## src/rtl/seg_scan_display.sv

```systemverilog
// Two-digit multiplexed 7-segment driver for a seconds timer.
// Digits are sampled once per frame, so the two halves of a frame always agree.

module seg_scan_display #(
  parameter int SCAN_DIV     = 50000,
  parameter int BLINK_FRAMES = 250
) (
  input  logic       Clk,
  input  logic       Rst,
  input  logic [3:0] T_Sec0,
  input  logic [3:0] T_Sec1,
  input  logic       Blink_En,
  output logic [6:0] Seg,
  output logic [1:0] Com,
  output logic       Frame
);

  // state     | meaning
  // SLOT_ONES | Com[0] active, ones digit on the segments
  // SLOT_TENS | Com[1] active, tens digit (blanked if zero)

  localparam int SW = $clog2(SCAN_DIV);
  localparam int BW = $clog2(BLINK_FRAMES);
  localparam logic [SW-1:0] SCAN_LAST  = SW'(SCAN_DIV - 1);
  localparam logic [BW-1:0] BLINK_LAST = BW'(BLINK_FRAMES - 1);

  typedef enum logic {
    SLOT_ONES = 1'b0,
    SLOT_TENS = 1'b1
  } slot_e;

  slot_e         slot_q, slot_d;
  logic [SW-1:0] scan_cnt_q, scan_cnt_d;
  logic [BW-1:0] blink_cnt_q, blink_cnt_d;
  logic          phase_q, phase_d;
  logic [3:0]    dig0_q, dig0_d;
  logic [3:0]    dig1_q, dig1_d;
  logic          scan_tc;
  logic          frame_tick;
  logic [3:0]    shown;

  function automatic logic [6:0] seg_decode(input logic [3:0] d);
    logic [6:0] s;
    case (d)
      4'd0:    s = 7'h3F;
      4'd1:    s = 7'h06;
      4'd2:    s = 7'h5B;
      4'd3:    s = 7'h4F;
      4'd4:    s = 7'h66;
      4'd5:    s = 7'h6D;
      4'd6:    s = 7'h7D;
      4'd7:    s = 7'h07;
      4'd8:    s = 7'h7F;
      4'd9:    s = 7'h6F;
      default: s = 7'h40;
    endcase
    return s;
  endfunction

  always_ff @(posedge Clk or negedge Rst) begin
    if (!Rst) begin
      slot_q      <= SLOT_ONES;
      scan_cnt_q  <= '0;
      blink_cnt_q <= '0;
      phase_q     <= 1'b0;
      dig0_q      <= '0;
      dig1_q      <= '0;
    end else begin
      slot_q      <= slot_d;
      scan_cnt_q  <= scan_cnt_d;
      blink_cnt_q <= blink_cnt_d;
      phase_q     <= phase_d;
      dig0_q      <= dig0_d;
      dig1_q      <= dig1_d;
    end
  end

  always_comb begin
    scan_tc     = (scan_cnt_q == SCAN_LAST);
    frame_tick  = scan_tc && (slot_q == SLOT_TENS);
    scan_cnt_d  = scan_tc ? '0 : scan_cnt_q + SW'(1);
    slot_d      = slot_q;
    dig0_d      = dig0_q;
    dig1_d      = dig1_q;
    blink_cnt_d = blink_cnt_q;
    phase_d     = phase_q;

    if (scan_tc) begin
      slot_d = (slot_q == SLOT_ONES) ? SLOT_TENS : SLOT_ONES;
    end

    if (frame_tick) begin
      dig0_d = T_Sec0;
      dig1_d = T_Sec1;
    end

    // Holding the blink state at zero while disabled makes every enable start visible.
    if (!Blink_En) begin
      blink_cnt_d = '0;
      phase_d     = 1'b0;
    end else if (frame_tick) begin
      if (blink_cnt_q == BLINK_LAST) begin
        blink_cnt_d = '0;
        phase_d     = ~phase_q;
      end else begin
        blink_cnt_d = blink_cnt_q + BW'(1);
      end
    end
  end

  always_comb begin
    Seg   = 7'h00;
    Com   = 2'b11;
    Frame = frame_tick;
    shown = (slot_q == SLOT_TENS) ? dig1_q : dig0_q;

    if (Blink_En && phase_q) begin
      Seg = 7'h00;
      Com = 2'b11;
    end else if ((slot_q == SLOT_TENS) && (dig1_q == 4'd0)) begin
      Seg = 7'h00;
      Com = 2'b11;
    end else begin
      Seg = seg_decode(shown);
      Com = (slot_q == SLOT_TENS) ? 2'b01 : 2'b10;
    end
  end

endmodule

```

## config.mk

```make
export PLATFORM = sky130hd
export DESIGN_NAME = seg_scan_display
export DESIGN_NICKNAME = d
export VERILOG_FILES = /design/src/rtl/seg_scan_display.sv
export SDC_FILE = /design/constraint.sdc
export NUM_CORES = 1
export LEC_CHECK = 0
export BUFFER_PORTS_ARGS = -buffer_cell sky130_fd_sc_hd__buf_2
export CAP_MARGIN = 10
export CORE_MARGIN = 3
export CORE_UTILIZATION = 45
export CTS_BUF_LIST = sky130_fd_sc_hd__clkbuf_16
export DETAILED_ROUTE_END_ITERATION = 8
export SETUP_SLACK_MARGIN = 0.4
export SYNTH_ARGS = -nofsm -noshare
export SYNTH_HDL_FRONTEND = slang
export SYNTH_SLANG_ARGS = --single-unit
```

## constraint.sdc

```tcl
create_clock -name Clk -period 2.72 [get_ports Clk]
set_clock_uncertainty 0.2 [all_clocks]
set_input_delay 0 -clock Clk [delete_from_list [all_inputs] [get_ports Clk]]
set_output_delay 0 -clock Clk [all_outputs]
set_load 0.01 [all_outputs]
```

==> impl_metrics.env, run 1 <==
export IMPL_status="completed"
export IMPL_p_leak_nw=1.08
export IMPL_switching_power_w=0.000204
export IMPL_gr_total_overflow=0
export IMPL_core_um2=4060
export IMPL_placedCellCount=252
export IMPL_synth_edf_count=0
export IMPL_setup_worst_path_end="dig1_q[2]"
export IMPL_sw_frac_of_total=0.194
export IMPL_wl_mm=3.69
export IMPL_synthAdderAreaFrac=0.0525
export IMPL_first_pass_iters=4
export IMPL_grt_pass1_wl_mm=6.56
export IMPL_yosys_area_top_type="dfrtp_1"
export IMPL_critical_path_top_delay_family="simple AND/OR/NAND/NOR gates"
export IMPL_antenna_found_initial=0
export IMPL_rows=23
export IMPL_io_buffers=20
export IMPL_ys_ff_latch=34
export IMPL_ys_seq_area_frac=0.446
export IMPL_p_clk_frac=0.490
export IMPL_pwr_share_seq=0.480
export IMPL_cp_data_arrival_time_ns=2.16
export IMPL_cp_cell_sequence="or4bb_1 -> nor4_4 -> buf_6 -> mux2_1"
export IMPL_drive_gt1_frac=0.168
export IMPL_synth_xor_area_share=0.0597
export IMPL_r2r_worst_path_cells=4
export IMPL_drt_iter0_drc=96
export IMPL_criticalPathCategory="flip-flop to flip-flop"
export IMPL_die_y_um=71.1
export IMPL_route_antenna_remaining_nets=0
export IMPL_cp_slowest_cell="or4bb_1"
export IMPL_rsz0062_at_grt="yes"
export IMPL_synthToLayoutAreaGrowth_pct=21.0
export IMPL_synth_compound_gate_area_share=0.0951
export IMPL_cts_sinks=34
export IMPL_hp_class="input port to asynchronous set/reset pin"
export IMPL_syn_nets=203
export IMPL_yosysMostFrequentCell="dfrtp_1"
export IMPL_cp_max_fo=24
export IMPL_instances_no_fill=270
export IMPL_ios=21
export IMPL_insertedDiodeCount=0
export IMPL_cts_setup_buffers=0
export IMPL_final_core_util=0.569
export IMPL_wl_per_cell_um=13.7
export IMPL_fmax_mhz=452
export IMPL_cp_num_cells=4
export IMPL_synth_top_area_frac=0.446
export IMPL_htree_levels=2
export IMPL_ys_warn_count=0
export IMPL_nNetsFinal=238
export IMPL_tightestPinTransition_ns=0.754
export IMPL_ys_types=43
export IMPL_relSlewSlack=0.497
export IMPL_required_ns=2.67
export IMPL_dpl_hpwl_mm=2.59
export IMPL_ff2ff_setup_slack_ns=0.51
export IMPL_muxShareOfSynthArea=0.0957
export IMPL_avgSynthCellArea_um2=10.4
export IMPL_r2r_start="scan_cnt_q[12]"
export IMPL_startpoint="scan_cnt_q[12]"
export IMPL_syn_inst=184
export IMPL_synth_async_sr_flop_share=1.00
export IMPL_max_vdd_ir_drop_mv=0.334
export IMPL_synthTopCellsByCount="dfrtp_1, nor2_1, nand2_1"
export IMPL_drv_slew=0
export IMPL_remaining_drc_errors=0
export IMPL_fillCellCount=356
export IMPL_max_cap_violations=0
export IMPL_yosys_area_share_simple=0.220
export IMPL_vias_per_cell=5.54
export IMPL_gp_congestion=0.814
export IMPL_timing_rr_end="dig1_q[2]"
export IMPL_power_frac_comb=0.030
export IMPL_die_w_um=71.1
export IMPL_synth_top_family_by_area="simple AND/OR/NAND/NOR gates"
export IMPL_ys_top_cells_by_area="dfrtp_1, ha_1, mux2_1, mux2i_1, xnor2_1"
export IMPL_power_density_nw_per_um2=457
export IMPL_synth_area_um2=1910
export IMPL_setup_violations=0
export IMPL_grt_max_degree=35
export IMPL_ys_flop_type="dfrtp_1"
export IMPL_period_needed_ns=2.21
export IMPL_grt_pass1_vias=1472
export IMPL_die_area_um2=5060
export IMPL_finalCritPeriodShare=0.814
export IMPL_grt_use_total=0.163
export IMPL_slowest_delay_ns=0.62
export IMPL_cts_tree="yes"
export IMPL_finalHoldViolations=0
export IMPL_internal_power_w=0.000851
export IMPL_clkLatencyLatePin_ns=0.27
export IMPL_setup_tns_ns=0
export IMPL_cts_made_buffers=5
export IMPL_max_clock_path_buffers=2
export IMPL_critPathCaptureType="flip-flop"
export IMPL_start_util=0.470
export IMPL_timing_hold_ws_ns=0.124
export IMPL_clockRootBuffer="clkbuf_16"
export IMPL_cp_num_buf_inv=1
export IMPL_num_vias=1495
export IMPL_start_kind="flip-flop"
export IMPL_clkTransAtPathRegs_ns=0.05
-- worst min-delay path by stage --
| stage | start | to | slack, ns | depth (start not counted) |
|---|---|---|---|---|
| after CTS | Rst | dig0_q[3] | 0.16 | 2 |
| after floorplan | Rst | blink_cnt_q[0] | -0.50 | 0 |
| final | Rst | phase_q | 0.12 | 2 |
| after global placement | Rst | dig0_q[0] | -0.09 | 1 |
| after detailed placement | Rst | dig1_q[3] | -0.09 | 1 |
| after global routing | Rst | phase_q | 0.20 | 2 |
-- state kept, by name (all words and copies together), names as in the netlist --
| register | flops |
|---|---|
| dig0_q | 4 |
| blink_cnt_q | 8 |
| dig1_q | 4 |
| phase_q | 1 |
| slot_q | 1 |
| scan_cnt_q | 16 |
-- layer usage --
layer / global-route usage / vias to the layer above / wire length (um)
met2: 0.281 / 26 / 1850
met4: 0.0543 / 0 / 46
met5: 0 / - / 0
met1: 0.193 / 726 / 1640
met3: 0.0497 / 5 / 164
li1: - / 738 / -
-- cell families after synthesis --
logic type / count (synthesis)
compound gates: 29
xor+xnor: 13
fa+ha+maj: 8
buf+inv: 13
flops: 34
mux: 17
simple gates: 70
-- metrics by stage --
stage	power (W)	worst slack [ns]	cell area [um^2]
after floorplan	0.000517	0.567	1910
after global placement	0.000536	0.505	2060
after detailed placement	0.000537	0.457	2060
final	0.00106	0.506	2310
after CTS	0.00107	0.442	2300
after global routing	0.00110	0.329	2310
-- layout make-up --
type                       instances  area [um^2]  share of cell area
multi-input combinational        137         1000               0.435
sequential                        34          852               0.369
timing repair buffer              32          219              0.0948
clock buffer                       5          125              0.0542
tap                               50         62.6              0.0271
inverter                           9         33.8              0.0146
clock inverter                     3         12.5             0.00542
-- power groups by stage --
stage | Sequential [W] | Combinational [W] | Clock (W)
floorplan | 0.000515 | 0.00000190 | 0
global placement | 0.000515 | 0.0000210 | 0
detailed placement | 0.000515 | 0.0000215 | 0
CTS | 0.000506 | 0.0000327 | 0.000533
global route | 0.000506 | 0.0000360 | 0.000559
finish | 0.000507 | 0.0000321 | 0.000517
-- layout by cell type (no fill, tap or decap), types with 3 or more instances in the layout --
cell,n
dlygate4sd3_1,10
nand2_1,11
clkbuf_16,5
mux2_1,8
xor2_1,5
inv_1,10
mux2i_1,5
buf_2,20
nor4_1,5
nor2_1,17
o21ai_0,6
ha_1,8
a21oi_1,8
dfrtp_1,33
a32o_1,3
xnor2_1,8
nand3_1,8
o21ai_1,4
nor3_1,4
nand4_1,6
-- repair_timing --
| action | in CTS | in global routing |
|---|---|---|
| pin swaps | 0 | 0 |
| hold buffers | 10 | 0 |
| endpoints found under the setup margin | 3 | 21 |
| hold endpoints to repair | 49 | 0 |
| resized for setup | 2 | 2 |
(Power assumes the default switching activity.)
==> inputs of run 2 (changes only) <==
- PLACE_DENSITY: not set -> 0.66
- clock period: 2.72 -> 2 ns (I/O delays scaled with it)
==> impl_metrics.env, run 2 (synthesized netlist as in run 1, its figures left out) <==
export IMPL_status="complete, but fails checks"
export IMPL_failed_checks="negative setup slack"
export IMPL_p_leak_nw=1.32
export IMPL_dpl_cell_area_um2=2210
export IMPL_synthToLayoutAreaGrowth_pct=48.9
export IMPL_cts_sinks=34
export IMPL_power_frac_comb=0.032
export IMPL_drt_iter0_drc=85
export IMPL_required_ns=1.95
export IMPL_setup_ws_ns=-0.130
export IMPL_ios=21
export IMPL_max_cap_violations=0
export IMPL_final_common_cell="dfrtp_1"
export IMPL_finalHoldViolations=0
export IMPL_die_area_um2=5060
export IMPL_grtUsageMet3=0.0440
export IMPL_io_buffers=20
export IMPL_setup_tns_ns=-1.88
export IMPL_final_cell_mix="dfrtp_1, buf_4, buf_2"
export IMPL_grt_max_degree=35
export IMPL_cp_data_arrival_time_ns=2.08
export IMPL_cts_made_buffers=5
export IMPL_wl_per_cell_um=14.9
export IMPL_route_antenna_remaining_nets=0
export IMPL_max_vdd_ir_drop_mv=0.398
export IMPL_htree_levels=2
export IMPL_max_clock_path_buffers=2
export IMPL_finalCritPeriodShare=1.07
export IMPL_fin_area_um2=2840
export IMPL_cp_max_fo=8
export IMPL_period_needed_ns=2.13
export IMPL_vias_per_cell=5.35
export IMPL_die_w_um=71.1
export IMPL_drive_gt1_frac=0.412
export IMPL_criticalPathCategory="flip-flop to flip-flop"
export IMPL_wl_mm=4.61
export IMPL_num_vias=1660
export IMPL_p_clk_frac=0.491
export IMPL_first_pass_iters=4
export IMPL_clkTransAtPathRegs_ns=0.05
export IMPL_internal_power_w=0.00116
export IMPL_nNetsFinal=278
export IMPL_tightestPinTransition_ns=0.760
export IMPL_remaining_drc_errors=0
export IMPL_relSlewSlack=0.493
export IMPL_largestRegisters="scan_cnt_q x16, blink_cnt_q x8"
export IMPL_multiInputGateArea_um2=1170
export IMPL_insertedDiodeCount=0
export IMPL_pwr_share_seq=0.478
export IMPL_sw_frac_of_total=0.196
export IMPL_setup_violations=24
export IMPL_fillCellCount=271
export IMPL_core_um2=4060
export IMPL_gr_total_overflow=0
export IMPL_seq_area_um2=852
export IMPL_hp_class="input port to asynchronous set/reset pin"
export IMPL_antenna_found_initial=0
export IMPL_timing_hold_ws_ns=0.135
export IMPL_grt_pass1_vias=1691
export IMPL_cts_tree="yes"
export IMPL_clockRootBuffer="clkbuf_16"
export IMPL_power_density_nw_per_um2=507
export IMPL_clkLatencyLatePin_ns=0.27
export IMPL_p_total_w=0.00144
export IMPL_grt_pass1_wl_mm=7.42
export IMPL_top_usage_layer="met2"
export IMPL_critPathCaptureType="flip-flop"
export IMPL_grtUsageMet2=0.332
export IMPL_gp_congestion=0.881
export IMPL_rsz0062_at_grt="yes"
export IMPL_rows=23
export IMPL_drv_slew=0
export IMPL_start_util=0.470
export IMPL_fmax_mhz=469
export IMPL_dpl_hpwl_mm=2.87
export IMPL_met1_usage=0.219
export IMPL_switching_power_w=0.000283
export IMPL_die_y_um=71.1
export IMPL_largest_reg_flops=16
export IMPL_grt_use_total=0.185
export IMPL_start_kind="flip-flop"
export IMPL_max_flop_register="scan_cnt_q"
[run 2: cell count changes in the layout (fill, tap and decap cells not counted), sizes merged]
| cell | before | now |
|---|---|---|
| dlygate4sd3 | 10 | 11 |
| buf | 22 | 61 |
[run 2: worst max-delay path, stage by stage (launching register included)]
cell and delay (ns):
dfrtp_1 0.37, or4b_4 0.57, nor4_4 0.31, buf_4 0.22
mux2_1 0.34
[run 2: layout make-up]
type | instances | area share
Tap cell | 50 | 0.0220
Inverter | 9 | 0.0137
Sequential cell | 34 | 0.300
Clock inverter | 3 | 0.00440
Timing Repair Buffer | 72 | 0.204
Multi-Input combinational cell | 137 | 0.412
Clock buffer | 5 | 0.0440
[run 2: final timing paths]
kind / startpoint / slack (ns) / cells past startpoint / end
worst max-delay path: scan_cnt_q[4] / -0.13 / 4 / dig0_q[1]
worst min register to register: dig0_q[2] / 0.29 / 1 / dig0_q[2]
max in group asynchronous: Rst / 0.93 / 2 / slot_q
worst max register to register: scan_cnt_q[4] / -0.13 / 4 / dig0_q[1]
min in group Clk: T_Sec0[3] / 0.28 / 3 / dig0_q[3]
worst min-delay path: Rst / 0.14 / 2 / blink_cnt_q[6]
[run 2: power by group through the flow]
| stage | clock network [W] | registers [W] | logic [W] |
|---|---|---|---|
| after floorplan | 0 | 0.000701 | 0.00000251 |
| after global placement | 0 | 0.000700 | 0.0000284 |
| after detailed placement | 0 | 0.000700 | 0.0000285 |
| after CTS | 0.000731 | 0.000689 | 0.0000452 |
| after global routing | 0.000753 | 0.000688 | 0.0000506 |
| final | 0.000707 | 0.000689 | 0.0000454 |
[run 2: per-stage QoR]
stage / std cells / setup WS (ns) / util
final: 310 / -0.130 / 0.700
after global routing: 310 / -0.205 / 0.700
after CTS: 300 / -0.125 / 0.656
after detailed placement: 269 / -0.118 / 0.546
after global placement: 269 / -0.0512 / 0.546
after floorplan: 184 / -0.140 / -
[run 2: per-layer routing]
layer  share of wire  up-vias
met5               0        -
met4           0.019        0
met3           0.038        9
met2            0.53       37
met1            0.42      799
li1                -      815
[run 2: timing repair]
action                                  CTS  global route
endpoints found under the hold margin    48             0
endpoints found under the setup margin   36            39
gates cloned                              1             0
pin swaps                                 9            10
hold buffers                             11             0
buffers inserted                         11            10
gates resized for setup                  24            29
==> inputs of run 3 (changes only) <==
- CELL_PAD_IN_SITES_DETAIL_PLACEMENT: not set -> 0
- CELL_PAD_IN_SITES_GLOBAL_PLACEMENT: not set -> 1
- CORE_UTILIZATION: 45 -> 41
- PLACE_DENSITY: 0.66 -> not set
- PLACE_DENSITY_LB_ADDON: not set -> 0.1
- SLEW_MARGIN: not set -> 0
==> impl_metrics.env, run 3 (synthesized netlist as in run 1, its figures left out) <==
export IMPL_status="complete, but fails checks"
export IMPL_failed_checks="negative setup slack"
export IMPL_cp_cell_sequence="or4b_4 -> nor4_4 -> buf_12 -> mux2_1"
export IMPL_max_cap_violations=0
export IMPL_criticalPathCategory="flip-flop to flip-flop"
export IMPL_cts_sinks=34
export IMPL_drt_iter0_drc=97
export IMPL_fmax_mhz=470
export IMPL_cp_data_arrival_time_ns=2.08
export IMPL_setup_worst_path_end="dig1_q[3]"
export IMPL_nNetsFinal=272
export IMPL_hp_class="input port to asynchronous set/reset pin"
export IMPL_synthToLayoutAreaGrowth_pct=47.1
export IMPL_num_vias=1666
export IMPL_cts_made_buffers=5
export IMPL_final_common_cell="dfrtp_1"
export IMPL_die_w_um=74.2
export IMPL_multiInputGateArea_um2=1200
export IMPL_largest_reg_flops=16
export IMPL_route_antenna_remaining_nets=0
export IMPL_io_buffers=20
export IMPL_core_um2=4410
export IMPL_dpl_cell_area_um2=2240
export IMPL_cts_tree="yes"
export IMPL_cp_max_fo=24
export IMPL_p_leak_nw=1.27
export IMPL_r2r_worst_path_cells=4
export IMPL_die_y_um=74.2
export IMPL_clockRootBuffer="clkbuf_16"
export IMPL_setup_ws_ns=-0.128
export IMPL_max_flop_register="scan_cnt_q"
export IMPL_grt_pass1_vias=1572
export IMPL_relSlewSlack=0.474
export IMPL_max_clock_path_buffers=2
export IMPL_htree_levels=2
export IMPL_dpl_hpwl_mm=2.85
export IMPL_placedCellCount=273
export IMPL_start_kind="flip-flop"
export IMPL_tightestPinTransition_ns=0.789
export IMPL_ff2ff_setup_slack_ns=-0.13
export IMPL_clkLatencyLatePin_ns=0.27
export IMPL_rsz0062_at_grt="yes"
export IMPL_timing_rr_end="dig1_q[3]"
export IMPL_r2r_start="scan_cnt_q[4]"
export IMPL_largestRegisters="scan_cnt_q x16, blink_cnt_q x8"
export IMPL_grt_use_total=0.174
export IMPL_cp_num_buf_inv=1
export IMPL_setup_violations=25
export IMPL_insertedDiodeCount=0
export IMPL_power_density_nw_per_um2=518
export IMPL_fillCellCount=363
export IMPL_gr_total_overflow=0
export IMPL_finalCritPeriodShare=1.06
export IMPL_startpoint="scan_cnt_q[4]"
export IMPL_fin_area_um2=2810
export IMPL_antenna_found_initial=0
export IMPL_cp_slowest_cell="or4b_4"
export IMPL_cp_num_cells=4
export IMPL_wl_mm=4.47
export IMPL_period_needed_ns=2.13
export IMPL_grt_pass1_wl_mm=7.22
export IMPL_wl_per_cell_um=14.6
export IMPL_grt_max_degree=35
export IMPL_rows=24
export IMPL_die_area_um2=5510
export IMPL_final_cell_mix="dfrtp_1, buf_4, buf_2"
export IMPL_instances_no_fill=306
export IMPL_max_vdd_ir_drop_mv=0.454
export IMPL_p_total_w=0.00145
export IMPL_critical_path_top_delay_family="simple AND/OR/NAND/NOR gates"
export IMPL_first_pass_iters=4
export IMPL_seq_area_um2=853
export IMPL_gp_congestion=0.797
export IMPL_drv_slew=0
export IMPL_vias_per_cell=5.44
export IMPL_required_ns=1.95
export IMPL_slowest_delay_ns=0.57
export IMPL_critPathCaptureType="flip-flop"
export IMPL_clkTransAtPathRegs_ns=0.05
export IMPL_drive_gt1_frac=0.413
export IMPL_start_util=0.432
export IMPL_remaining_drc_errors=0
export IMPL_ios=21
export IMPL_finalHoldViolations=0
run 3: cell count changes in the layout (fill, tap and decap cells not counted), moves of 2 or more:
cell / change
buf_4: -3
buf_6: -3
ha_1: -2
ha_4: +2
run 3: worst min path at each step:
| stage | from | endpoint | slack [ns] | cells past startpoint |
|---|---|---|---|---|
| after global routing | Rst | blink_cnt_q[4] | 0.21 | 2 |
| after global placement | Rst | dig1_q[0] | -0.08 | 1 |
| final | Rst | blink_cnt_q[6] | 0.15 | 2 |
| after CTS | Rst | dig1_q[0] | 0.18 | 2 |
| after detailed placement | Rst | dig1_q[0] | -0.07 | 1 |
| after floorplan | Rst | blink_cnt_q[0] | -0.50 | 0 |
run 3: per-stage QoR:
step	TNS [ns]	hold slack (ns)	setup WS [ns]	utilization
3_3_place_gp	-0.946	-0.0846	-0.0677	0.509
4_1_cts	-1.82	0.184	-0.122	0.598
3_5_place_dp	-1.63	-0.0683	-0.114	0.509
2_1_floorplan	-1.70	-0.496	-0.140	-
6_report	-1.84	0.148	-0.128	0.636
5_1_grt	-3.98	0.206	-0.193	0.636
run 3: what timing repair did:
action,in CTS,in global routing
setup endpoints to repair,36,41
hold endpoints to repair,48,0
hold buffers,11,0
resized for setup,25,31
pin swaps,10,10
gates cloned,0,0
setup buffers,7,7
run 3: power breakdown:
part / internal (W) / switching (W) / leakage (nW)
sequential: 0.000689 / 0.000000000000000000186 / 0.459
combinational: 0.0000215 / 0.0000243 / 0.740
clock: 0.000449 / 0.000271 / 0.0724
total: 0.00116 / 0.000295 / 1.27
run 3: cell type report:
cell class | instances | share of cell area
clock buffers | 5 | 0.0446
multi-input cells | 137 | 0.428
inverters | 9 | 0.0147
flip-flops and latches | 34 | 0.304
clock inverters | 3 | 0.00446
repair buffers | 66 | 0.181
well taps | 52 | 0.0232
run 3: per-layer routing:
layer / vias up / share of wire / GRT usage
li1: 806 / - / -
met1: 804 / 0.41 / 0.208
met2: 44 / 0.52 / 0.310
met3: 12 / 0.048 / 0.0365
met4: 0 / 0.022 / 0.0613
met5: - / 0 / 0
